--- src/rtl/ask_pkg.sv ---
// ask_pkg: shared 2ASK link constants and decoder state type, common to modulator and demodulator.
package ask_pkg;
  typedef enum logic {IDLE, TRACK} state_t;
  localparam int DEF_CARRIER_HALF = 2;
  localparam int DEF_SYM_LEN = 16;
endpackage

--- src/rtl/ask_env_det.sv ---
// ask_env_det: synchronizes the ASK line, flags transitions and tracks the carrier envelope.
module ask_env_det
  import ask_pkg::*;
#(
  parameter int CARRIER_HALF = DEF_CARRIER_HALF
) (
  input  logic clk,
  input  logic rst_n,
  input  logic ask_in,
  output logic ask_edge,
  output logic env_out,
  output logic env_rise
);
  localparam int HOLD = 2 * CARRIER_HALF + 1;
  localparam int HW = $clog2(HOLD + 1);
  logic ask_m, ask_s, ask_d;
  logic [HW-1:0] hold_cnt, hold_nxt;
  assign ask_edge = ask_s ^ ask_d;
  assign hold_nxt = ask_edge ? '0 : (hold_cnt == HW'(HOLD)) ? hold_cnt : hold_cnt + 1'b1;
  // envelope only rises on a real edge, so a fresh reset never reports carrier
  assign env_rise = ask_edge & ~env_out;
  always_ff @(posedge clk or negedge rst_n)
    if (!rst_n) begin
      ask_m <= 1'b0;
      ask_s <= 1'b0;
      ask_d <= 1'b0;
      hold_cnt <= '0;
      env_out <= 1'b0;
    end else begin
      ask_m <= ask_in;
      ask_s <= ask_m;
      ask_d <= ask_s;
      hold_cnt <= hold_nxt;
      env_out <= ask_edge | (env_out & (hold_nxt < HW'(HOLD)));
    end
endmodule

--- src/rtl/ask_decode.sv ---
// ask_decode: 2ASK demodulator; counts carrier edges per symbol window and emits one decided bit per symbol.
module ask_decode
  import ask_pkg::*;
#(
  parameter int CARRIER_HALF = DEF_CARRIER_HALF,
  parameter int SYM_LEN = DEF_SYM_LEN,
  parameter int MIN_EDGES = 3,
  parameter int IDLE_SYMS = 4
) (
  input  logic clk,
  input  logic rst_n,
  input  logic ask_in,
  output logic data_out,
  output logic data_valid,
  output logic env_out,
  output logic locked
);
  localparam int SW = $clog2(SYM_LEN);
  localparam int EW = $clog2(MIN_EDGES + 1);
  localparam int ZW = $clog2(IDLE_SYMS + 1);
  state_t state, state_n;
  logic [SW-1:0] sym_cnt, sym_n;
  logic [EW-1:0] edge_cnt, edge_n;
  logic [EW:0] edge_tot;
  logic [ZW-1:0] zero_run, zero_n;
  logic ask_edge, env_rise, wrap, restart, emit, bit_dec, drop, data_n;
  ask_env_det #(.CARRIER_HALF(CARRIER_HALF)) u_env (
    .clk(clk),
    .rst_n(rst_n),
    .ask_in(ask_in),
    .ask_edge(ask_edge),
    .env_out(env_out),
    .env_rise(env_rise)
  );
  assign edge_tot = {1'b0, edge_cnt} + {{EW{1'b0}}, ask_edge};
  always_comb begin
    wrap = sym_cnt == SW'(SYM_LEN - 1);
    bit_dec = edge_tot >= (EW + 1)'(MIN_EDGES);
    // a late carrier restart closes the running symbol; an early one just realigns
    emit = state == TRACK && (env_rise ? sym_cnt >= SW'(SYM_LEN / 2) : wrap);
    drop = emit && !bit_dec && zero_run == ZW'(IDLE_SYMS - 1);
    restart = state == IDLE || env_rise;
    state_n = state == IDLE ? (ask_edge ? TRACK : IDLE) : (drop ? IDLE : TRACK);
    sym_n = state_n == IDLE ? '0 : restart ? SW'(1) : wrap ? '0 : sym_cnt + 1'b1;
    edge_n = state_n == IDLE ? '0 : restart ? EW'(1) : wrap ? '0 : bit_dec ? EW'(MIN_EDGES) : edge_tot[EW-1:0];
    zero_n = state_n == IDLE ? '0 : !emit ? zero_run : bit_dec ? '0 : zero_run + 1'b1;
    data_n = emit ? bit_dec : data_out;
  end
  always_ff @(posedge clk or negedge rst_n)
    if (!rst_n) begin
      state <= IDLE;
      sym_cnt <= '0;
      edge_cnt <= '0;
      zero_run <= '0;
      data_out <= 1'b0;
      data_valid <= 1'b0;
      locked <= 1'b0;
    end else begin
      state <= state_n;
      sym_cnt <= sym_n;
      edge_cnt <= edge_n;
      zero_run <= zero_n;
      data_out <= data_n;
      data_valid <= emit;
      locked <= state == TRACK;
    end
endmodule
--- config.mk ---
export PLATFORM = sky130hd
export DESIGN_NAME = ask_decode
export DESIGN_NICKNAME = d
export VERILOG_FILES = /design/src/rtl/ask_pkg.sv /design/src/rtl/ask_env_det.sv /design/src/rtl/ask_decode.sv
export SDC_FILE = /design/constraint.sdc
export NUM_CORES = 1
export LEC_CHECK = 0
export CAP_MARGIN = 30
export CORE_MARGIN = 1
export CORE_UTILIZATION = 55
export CTS_BUF_LIST = sky130_fd_sc_hd__clkbuf_4
export DETAILED_ROUTE_END_ITERATION = 8
export PLACE_DENSITY = 0.76
export SLEW_MARGIN = 20
export SYNTH_ARGS = -nofsm -noshare
export SYNTH_HDL_FRONTEND = slang
export SYNTH_SLANG_ARGS = --single-unit
--- constraint.sdc ---
create_clock -name clk -period 6.55 [get_ports clk]
set_clock_uncertainty 0.2 [all_clocks]
set_input_delay 1.31 -clock clk [delete_from_list [all_inputs] [get_ports clk]]
set_output_delay 1.31 -clock clk [all_outputs]
set_load 0.03 [all_outputs]
# Word level (Yosys, flattened, before mapping)
# Cells that the tools add are included.
# classes
addsub,4
multipliers,0
div,0
n_lt_le_gt_ge,3
n_eq_ne,4
n_shift,0
muxes,16
n_bitwise,6
reduce_logical,5
# op_table
operator,count
3-bit 2-to-1 mux,5
4-bit 2-to-1 mux,3
2-bit 2-to-1 mux,4
"3-bit by 1-bit adder with 3-bit output, second input constant",2
"4-bit by 1-bit adder with 4-bit output, second input constant",1
"4-bit equality test, second input constant",1
"4-bit >= comparator, second input constant",1
1-bit 2-to-1 mux,4
2-bit by 1-bit adder with 3-bit output,1
"3-bit by 2-bit equality test with 1-bit output, second input constant",1
"3-bit equality test, second input constant",1
"3-bit by 2-bit >= comparator with 1-bit output, second input constant",1
1-bit logical AND,3
"3-bit less-than comparator, second input constant",1
1-bit AND,2
"2-bit by 1-bit inequality test with 1-bit output, second input constant",1
1-bit NOT,2
1-bit logical NOT,1
1-bit logical OR,1
1-bit bitwise OR,1
1-bit bitwise XOR,1
# word_totals
register_bits,20
latchBits,0
ramBits,0
rom_bits,0
in_bits,3
out_inout_bits,4
wordCells,50
n_memories,0

# Logic depth before layout (Yosys ltp)
# Gate-level depths: netlist of the first run.
# logic_depth
word_depth,9
mapped_depth,9
depth_no_buf,9

# By module
# A second synthesis of the first run with hierarchy kept.
# hier_totals
hier_cells,88
hier_area_um2,952.2
# modules_own_cells
mod,n_inst,cells_per_inst,area_per_inst_um2,seq_area_each_um2
ask_decode,1,60,644.4,325.3
ask_env_det,1,28,307.8,175.2

# Least setup slack after synthesis of the first run
# OpenSTA, ideal clock, no wires.
# synth_path
path_kind,reg-to-reg
start,reg u_env.ask_d
end,reg zero_run[0]
arrival_time_ps,2271
required_ps,6273
path_slack_ps,4001
stages_incl_launch_ff,10
synth_period_minus_slack_ps,2549
cell_sequence,dfrtp_1 -> xnor2_1 -> inv_1 -> ha_1 -> inv_1 -> ha_1 -> a21o_2 -> or2_2 -> or4_1 -> a21oi_1
# synth_between
elab_chain_len,9
# synth_lines
item,line_no,text
from (decl),ask_env_det.sv:16,"logic ask_m, ask_s, ask_d;"
from (signal assigned),ask_env_det.sv:32,ask_d <= ask_s;
1-bit bitwise XOR (*),ask_env_det.sv:18,assign ask_edge = ask_s ^ ask_d;
2-bit by 1-bit adder with 3-bit output or 1-bit AND (tied branches),"ask_decode.sv:35, ask_env_det.sv:21",
3-bit by 2-bit >= comparator with 1-bit output or 1-bit 2-to-1 mux (tied branches),"ask_decode.sv:38, ask_decode.sv:40",
1-bit logical NOT or 1-bit logical AND (tied branches),"ask_decode.sv:41, ask_decode.sv:40",
1-bit logical AND (2 in series),ask_decode.sv:41,drop = emit && !bit_dec && zero_run == ZW'(IDLE_SYMS - 1);
1-bit 2-to-1 mux (2 in series),ask_decode.sv:43,state_n = state == IDLE ? (ask_edge ? TRACK : IDLE) : (drop ? IDLE : TRACK);
2-bit by 1-bit inequality test with 1-bit output (no line) or 3-bit 2-to-1 mux (tied branches),--,
to (signal assigned),ask_decode.sv:62,zero_run <= zero_n;
to (decl),ask_decode.sv:25,"logic [ZW-1:0] zero_run, zero_n;"
# Mark *: on every way between the ends. The rest lies on a longest branch, timed or not. The select of a mux whose other input is x is not followed.
# A chain may end at the register's enable or synchronous reset.

# Worst setup path after layout of the first run
# layout_path
start,reg u_env.env_out
end,out env_out
# layout_rtl
item,line_no,text
from (decl),ask_env_det.sv:11,"output logic env_out,"
from (signal assigned),ask_env_det.sv:34,env_out <= ask_edge | (env_out & (hold_nxt < HW'(HOLD)));
to (decl),ask_decode.sv:15,"output logic env_out,"
# No word-level cell between the ends.

==> reports/metrics.yaml, run 1 <==
drt:
  antenna_left: 0
  drc_errors: 2
  wl_per_cell_um: 13.9
  dr.first_iter.drc_count: 7
  vias: 660
  routed_wirelength_mm: 1.60
  drtPass1Iterations: 6
  dr_wl_met2_um: 805
  wl_met1_um: 712
  met3_length_um: 64
  maxUsedRoutingLayer: "met4"
  drt-vias-per-instance: 5.74
synthesis:
  synthTopCellsByCount: "dfrtp_1 (20), ha_1 (9), nor2_1 (9)"
  synth_top_cell_area_share_pct: 52.6
  ys_warn_count: 0
  postSynthNetCount: 102
  avgSynthCellArea_um2: 10.6
  syn_area_um2: 951
  synth_cell_type_count: 24
  synth.area.top_cells: "dfrtp_1 (53%), ha_1 (12%), a21oi_1 (3.7%)"
  dominantRegCellSynth: "dfrtp_1"
  synth.largest_area_cell: "dfrtp_1"
  ys_ff_latch: 20
  synth.most_common_cell: "dfrtp_1"
  synth_edf_count: 0
  netlist_instances: 90
  ys_async_sr_fraction_pct: 100
  yosysSeqAreaShare_pct: 52.6
power:
  pwr-share-clk_pct: 14.1
  irDropWorstVdd_mv: 0.222
  power_leakage_nw: 0.475
  p_per_area_nw_per_um2: 388
  pwr-share-comb_pct: 40.0
  internal_power_uw: 254
  p_sw_share_pct: 38.3
  switchingPower_uw: 158
  seqPwrFrac_pct: 45.9
cts:
  cts_setup_buffers: 0
  cts.clk_slew.worst_paths_ns: 0.10
  cts_sinks: 20
  cts_tree: "done"
  cts_resized: 0
  clk_path_buf_depth: 2
  cts.htree.levels: 1
  ctsHoldBuffers: 0
  clkLatencyLatePin_ns: 0.30
  numCtsBuffers: 3
  cts_root_buf: "clkbuf_4"
floorplan:
  rows: 14
  die_w_um: 43.6
  start_util_pct: 61.0
  die_h_um: 43.6
  die-area_um2: 1900
  coreArea_um2: 1560
  io_pins: 7
sta:
  worst_pin_slew_ns: 0.557
  whs_ns: 0.160
  fmax_mhz: 341
  finalMaxSlewViolations: 0
  relSlewSlack_pct: 62.5
  setup_viol: 0
  grt_setup_unrepaired: "no"
  period_needed_ns: 2.93
  hold_violations: 0
  fin_crit_sh_pct: 44.8
  tns_ns: 0
worst_setup_path:
  cp_slowest_cell: "clkdlybuf4s50_1"
  crit_arrival_ns: 1.42
  cp_top_family: "buffers and inverters"
  end_kind: "output pin"
  crit_fanout: 6
  worst_setup_path_start_kind: "flip-flop"
  crit_buf_inv: 1
  max_stage_delay_ns: 0.70
  crit_required_ns: 5.04
  path_class: "reg2out"
  cp_cell_sequence: "clkdlybuf4s50_1"
placed_design:
  io_buffers: 6
  postPlaceCellArea_um2: 1020
  dp_hpwl_mm: 1.16
  place.gp.congestion: 0.727
layout:
  fillers: 128
  fin_nets: 112
  fin_area_um2: 1060
  ff_latch_area_um2: 500
  diodes: 0
  drive_above_1_share_pct: 8.08
  multiInputGateArea_um2: 410
  area_delta_synth_final_pct: 11.7
status:
  outcome: "finished with violations"
  violations: "design-rule violations"
global_routing:
  grt_overflow: 0
  antenna_found_initial: 0
  grt_start_max_net_pins: 21
  grt_pass1_vias: 622
  grt_pass1_wl_mm: 2.72
  track_usage_pct: 20.4
job:
  max_cap_violations: 0
min_path:
  hold_path_class: "reg2reg"
[metrics by stage]
stage | worst slack (ns) | utilization, % | total power, mW | cells
floorplan | 4.00 | - | 0.307 | 90
global placement | 3.87 | 65.5 | 0.347 | 110
detailed placement | 3.79 | 65.5 | 0.351 | 110
CTS | 3.60 | 67.2 | 0.411 | 114
global route | 3.54 | 68.1 | 0.445 | 115
finish | 3.62 | 68.1 | 0.412 | 115
[cell type report]
cell class                      count  area share (%)
Multi-Input combinational cell     60            38.6
Clock buffer                        3            2.12
Timing Repair Buffer                7            7.07
Sequential cell                    20            47.1
Tap cell                           16            1.88
Clock inverter                      1           0.353
Inverter                            8            2.83
[flip-flops by register name, summed over array words and instances, names as in the netlist]
register        count
data_out            1
data_valid          1
edge_cnt            2
locked              1
state               1
sym_cnt             4
u_env.ask_d         1
u_env.ask_m         1
u_env.ask_s         1
u_env.env_out       1
u_env.hold_cnt      3
zero_run            3
[kinds of logic after synthesis]
| family | share of synthesized area (%) |
|---|---|
| simple gates | 11.1 |
| compound gates | 16.3 |
| buf+inv | 4.21 |
| xor+xnor | 2.76 |
| mux | 1.18 |
| fa+ha+maj | 11.8 |
| flops | 52.6 |
[path summary, 6_finish.rpt]
check,from,slack (ns),endpoint,cells past startpoint
setup reg to reg,u_env.ask_s$_DFF_PN0_,3.79,zero_run[2]$_DFFE_PN0P_,9
hold / removal,u_env.ask_m$_DFF_PN0_,0.16,u_env.ask_s$_DFF_PN0_,0
min in group asynchronous,rst_n,1.03,edge_cnt[1]$_DFF_PN0_,1
setup / recovery,u_env.env_out$_DFF_PN0_,3.62,env_out,1
max in group asynchronous,rst_n,4.75,locked$_DFF_PN0_,2
hold reg to reg,u_env.ask_m$_DFF_PN0_,0.16,u_env.ask_s$_DFF_PN0_,0
[power groups by stage]
stage	sequential (mW)	combinational [mW]	clock (mW)
after floorplan	0.190	0.117	0
after global placement	0.191	0.155	0
after detailed placement	0.191	0.160	0
after CTS	0.189	0.162	0.0604
after global routing	0.194	0.185	0.0659
final	0.189	0.165	0.0581
[cell usage in the layout (no fill, tap or decap), types with 2 or more instances in the layout]
master	netlist	final
nand2_1	6	6
nor3_1	2	2
a21oi_1	7	7
xnor2_1	3	3
or4_1	2	2
clkdlybuf4s50_1	0	6
a31oi_1	3	3
inv_1	8	8
clkbuf_4	0	3
ha_1	9	9
o21ai_0	6	6
dfrtp_1	20	20
o21a_1	3	3
nor2_1	9	9
[per-layer routing]
metal	track usage, %	vias up
met5	0	-
met4	7.50	0
met3	7.50	2
met2	31.9	8
met1	26.1	317
li1	-	333
Power figures use the tool's default switching activity.
==> inputs of run 2 (changes only) <==
Clock period 6.55 ns to 2.8 ns, I/O delays scaled along.
==> run 2 against run 1 <==
  * The flow still finishes with violations (design-rule violations)
  * Largest power group unchanged
  * Sequential share of layout area unchanged
  * Wire length decreased by 3.9%
  * Setup slack worse by 3.4 ns
  * Sequential power up 130%
  * Die area did not move
  * Non-clock buffer count rose by 1
  * Critical path depth rose by 8
==> reports/metrics.yaml, run 2 (synthesis gave the netlist of run 1 again) <==
status:
  outcome: "finished with violations"
  violations: "design-rule violations"
floorplan:
  die-area_um2: 1900
  start_util_pct: 61.0
  io_pins: 7
  coreArea_um2: 1560
  die_w_um: 43.6
  rows: 14
  die_h_um: 43.6
drt:
  wl_per_cell_um: 13.2
  dr.first_iter.drc_count: 28
  drt-vias-per-instance: 5.67
  vias: 658
  drc_errors: 2
  routed_wirelength_mm: 1.53
  drtPass1Iterations: 6
  antenna_left: 0
power:
  power_leakage_nw: 0.477
  p_per_area_nw_per_um2: 898
  irDropWorstVdd_mv: 0.442
worst_setup_path:
  crit_fanout: 5
  crit_arrival_ns: 2.57
  reg2reg_from: "u_env.ask_s$_DFF_PN0_"
  crit_path_start: "u_env.ask_s$_DFF_PN0_"
  path_class: "reg2reg"
  worst_setup_path_start_kind: "flip-flop"
  crit_required_ns: 2.83
  end_kind: "flip-flop"
sta:
  worst_pin_slew_ns: 0.545
  relSlewSlack_pct: 63.3
  finalMaxSlewViolations: 0
  hold_violations: 0
  period_needed_ns: 2.54
  fin_crit_sh_pct: 90.6
  setup_ws_ns: 0.262
  fmax_mhz: 394
  setup_viol: 0
  grt_setup_unrepaired: "no"
  tns_ns: 0
layout:
  diodes: 0
  largest_reg_flops: 4
  drive_above_1_share_pct: 9.00
  regMostFlops: "sym_cnt"
  fin_nets: 113
  top_regs: "sym_cnt (4), u_env.hold_cnt (3), zero_run (3)"
  final_cell_mix: "dfrtp_1 (20), nor2_1 (9), ha_1 (9)"
  final_common_cell: "dfrtp_1"
  area_delta_synth_final_pct: 11.7
cts:
  cts_root_buf: "clkbuf_4"
  cts_tree: "done"
  cts.clk_slew.worst_paths_ns: 0.11
  cts_setup_buffers: 0
  cts_sinks: 20
  ctsHoldBuffers: 0
  cts.htree.levels: 1
  clkLatencyLatePin_ns: 0.30
  clk_path_buf_depth: 2
  cts_resized: 0
  numCtsBuffers: 3
placed_design:
  dp_hpwl_mm: 1.15
  place.gp.congestion: 0.762
  io_buffers: 6
  place_ws_ns: 0.279
job:
  max_cap_violations: 0
min_path:
  worstHoldStart: "u_env.ask_m$_DFF_PN0_"
  hold_path_class: "reg2reg"
global_routing:
  grt_pass1_vias: 609
  grt_pass1_wl_mm: 2.62
  grt_overflow: 0
  track_usage_pct: 18.5
  antenna_found_initial: 0
  grt_start_max_net_pins: 21
==> run 2: critical path, cell delays in order (launching register included) <==
cell	delay (ns)
dfrtp_1	0.41
xnor2_1	0.18
inv_1	0.13
ha_1	0.22
inv_1	0.06
ha_1	0.21
a21o_2	0.20
or2_2	0.30
or4_1	0.40
a21oi_1	0.16
==> run 2: metrics by stage <==
stage / hold WS, ns / area, um^2 / total power [mW] / utilization [%] / std cells
global route: 0.187 / 1060 / 1.02 / 68.1 / 116
detailed placement: 0.148 / 1040 / 0.819 / 66.5 / 112
finish: 0.177 / 1060 / 0.954 / 68.1 / 116
floorplan: 0.0644 / 951 / 0.718 / - / 90
CTS: 0.183 / 1060 / 0.958 / 68.1 / 116
global placement: 0.154 / 1040 / 0.812 / 66.5 / 112
==> run 2: power by group <==
group	total, mW	switching (mW)	internal (mW)
Combinational	0.372	0.200	0.172
Sequential	0.442	0.0738	0.368
Clock	0.139	0.0871	0.0520
Total	0.954	0.361	0.593
==> run 2: final timing paths <==
kind / endpoint / cells past startpoint / slack, ns
worst max-delay path: zero_run[0]$_DFFE_PN0P_ / 9 / 0.26
worst min-delay path: u_env.ask_s$_DFF_PN0_ / 0 / 0.18
worst max register to register: zero_run[0]$_DFFE_PN0P_ / 9 / 0.26
worst min register to register: u_env.ask_s$_DFF_PN0_ / 0 / 0.18
max in group asynchronous: locked$_DFF_PN0_ / 2 / 1.82
min in group asynchronous: sym_cnt[1]$_DFF_PN0_ / 2 / 0.37
==> run 2: layout make-up <==
| type | count | area [um^2] |
|---|---|---|
| sequential | 20 | 500 |
| fill | 119 | 497 |
| multi-input combinational | 60 | 410 |
| timing repair buffer | 8 | 75.1 |
| inverter | 8 | 30.0 |
| clock buffer | 3 | 22.5 |
| tap | 16 | 20.0 |
| clock inverter | 1 | 3.75 |
==> run 2: per-layer routing <==
layer  vias to the layer above  global-route usage [%]  share of wire [%]
met5                         -                       0                  0
met4                         0                    7.50                1.4
met3                         2                    2.92                2.3
met2                         8                    30.4                 46
met1                       316                    24.5                 50
li1                        332                       -                  -
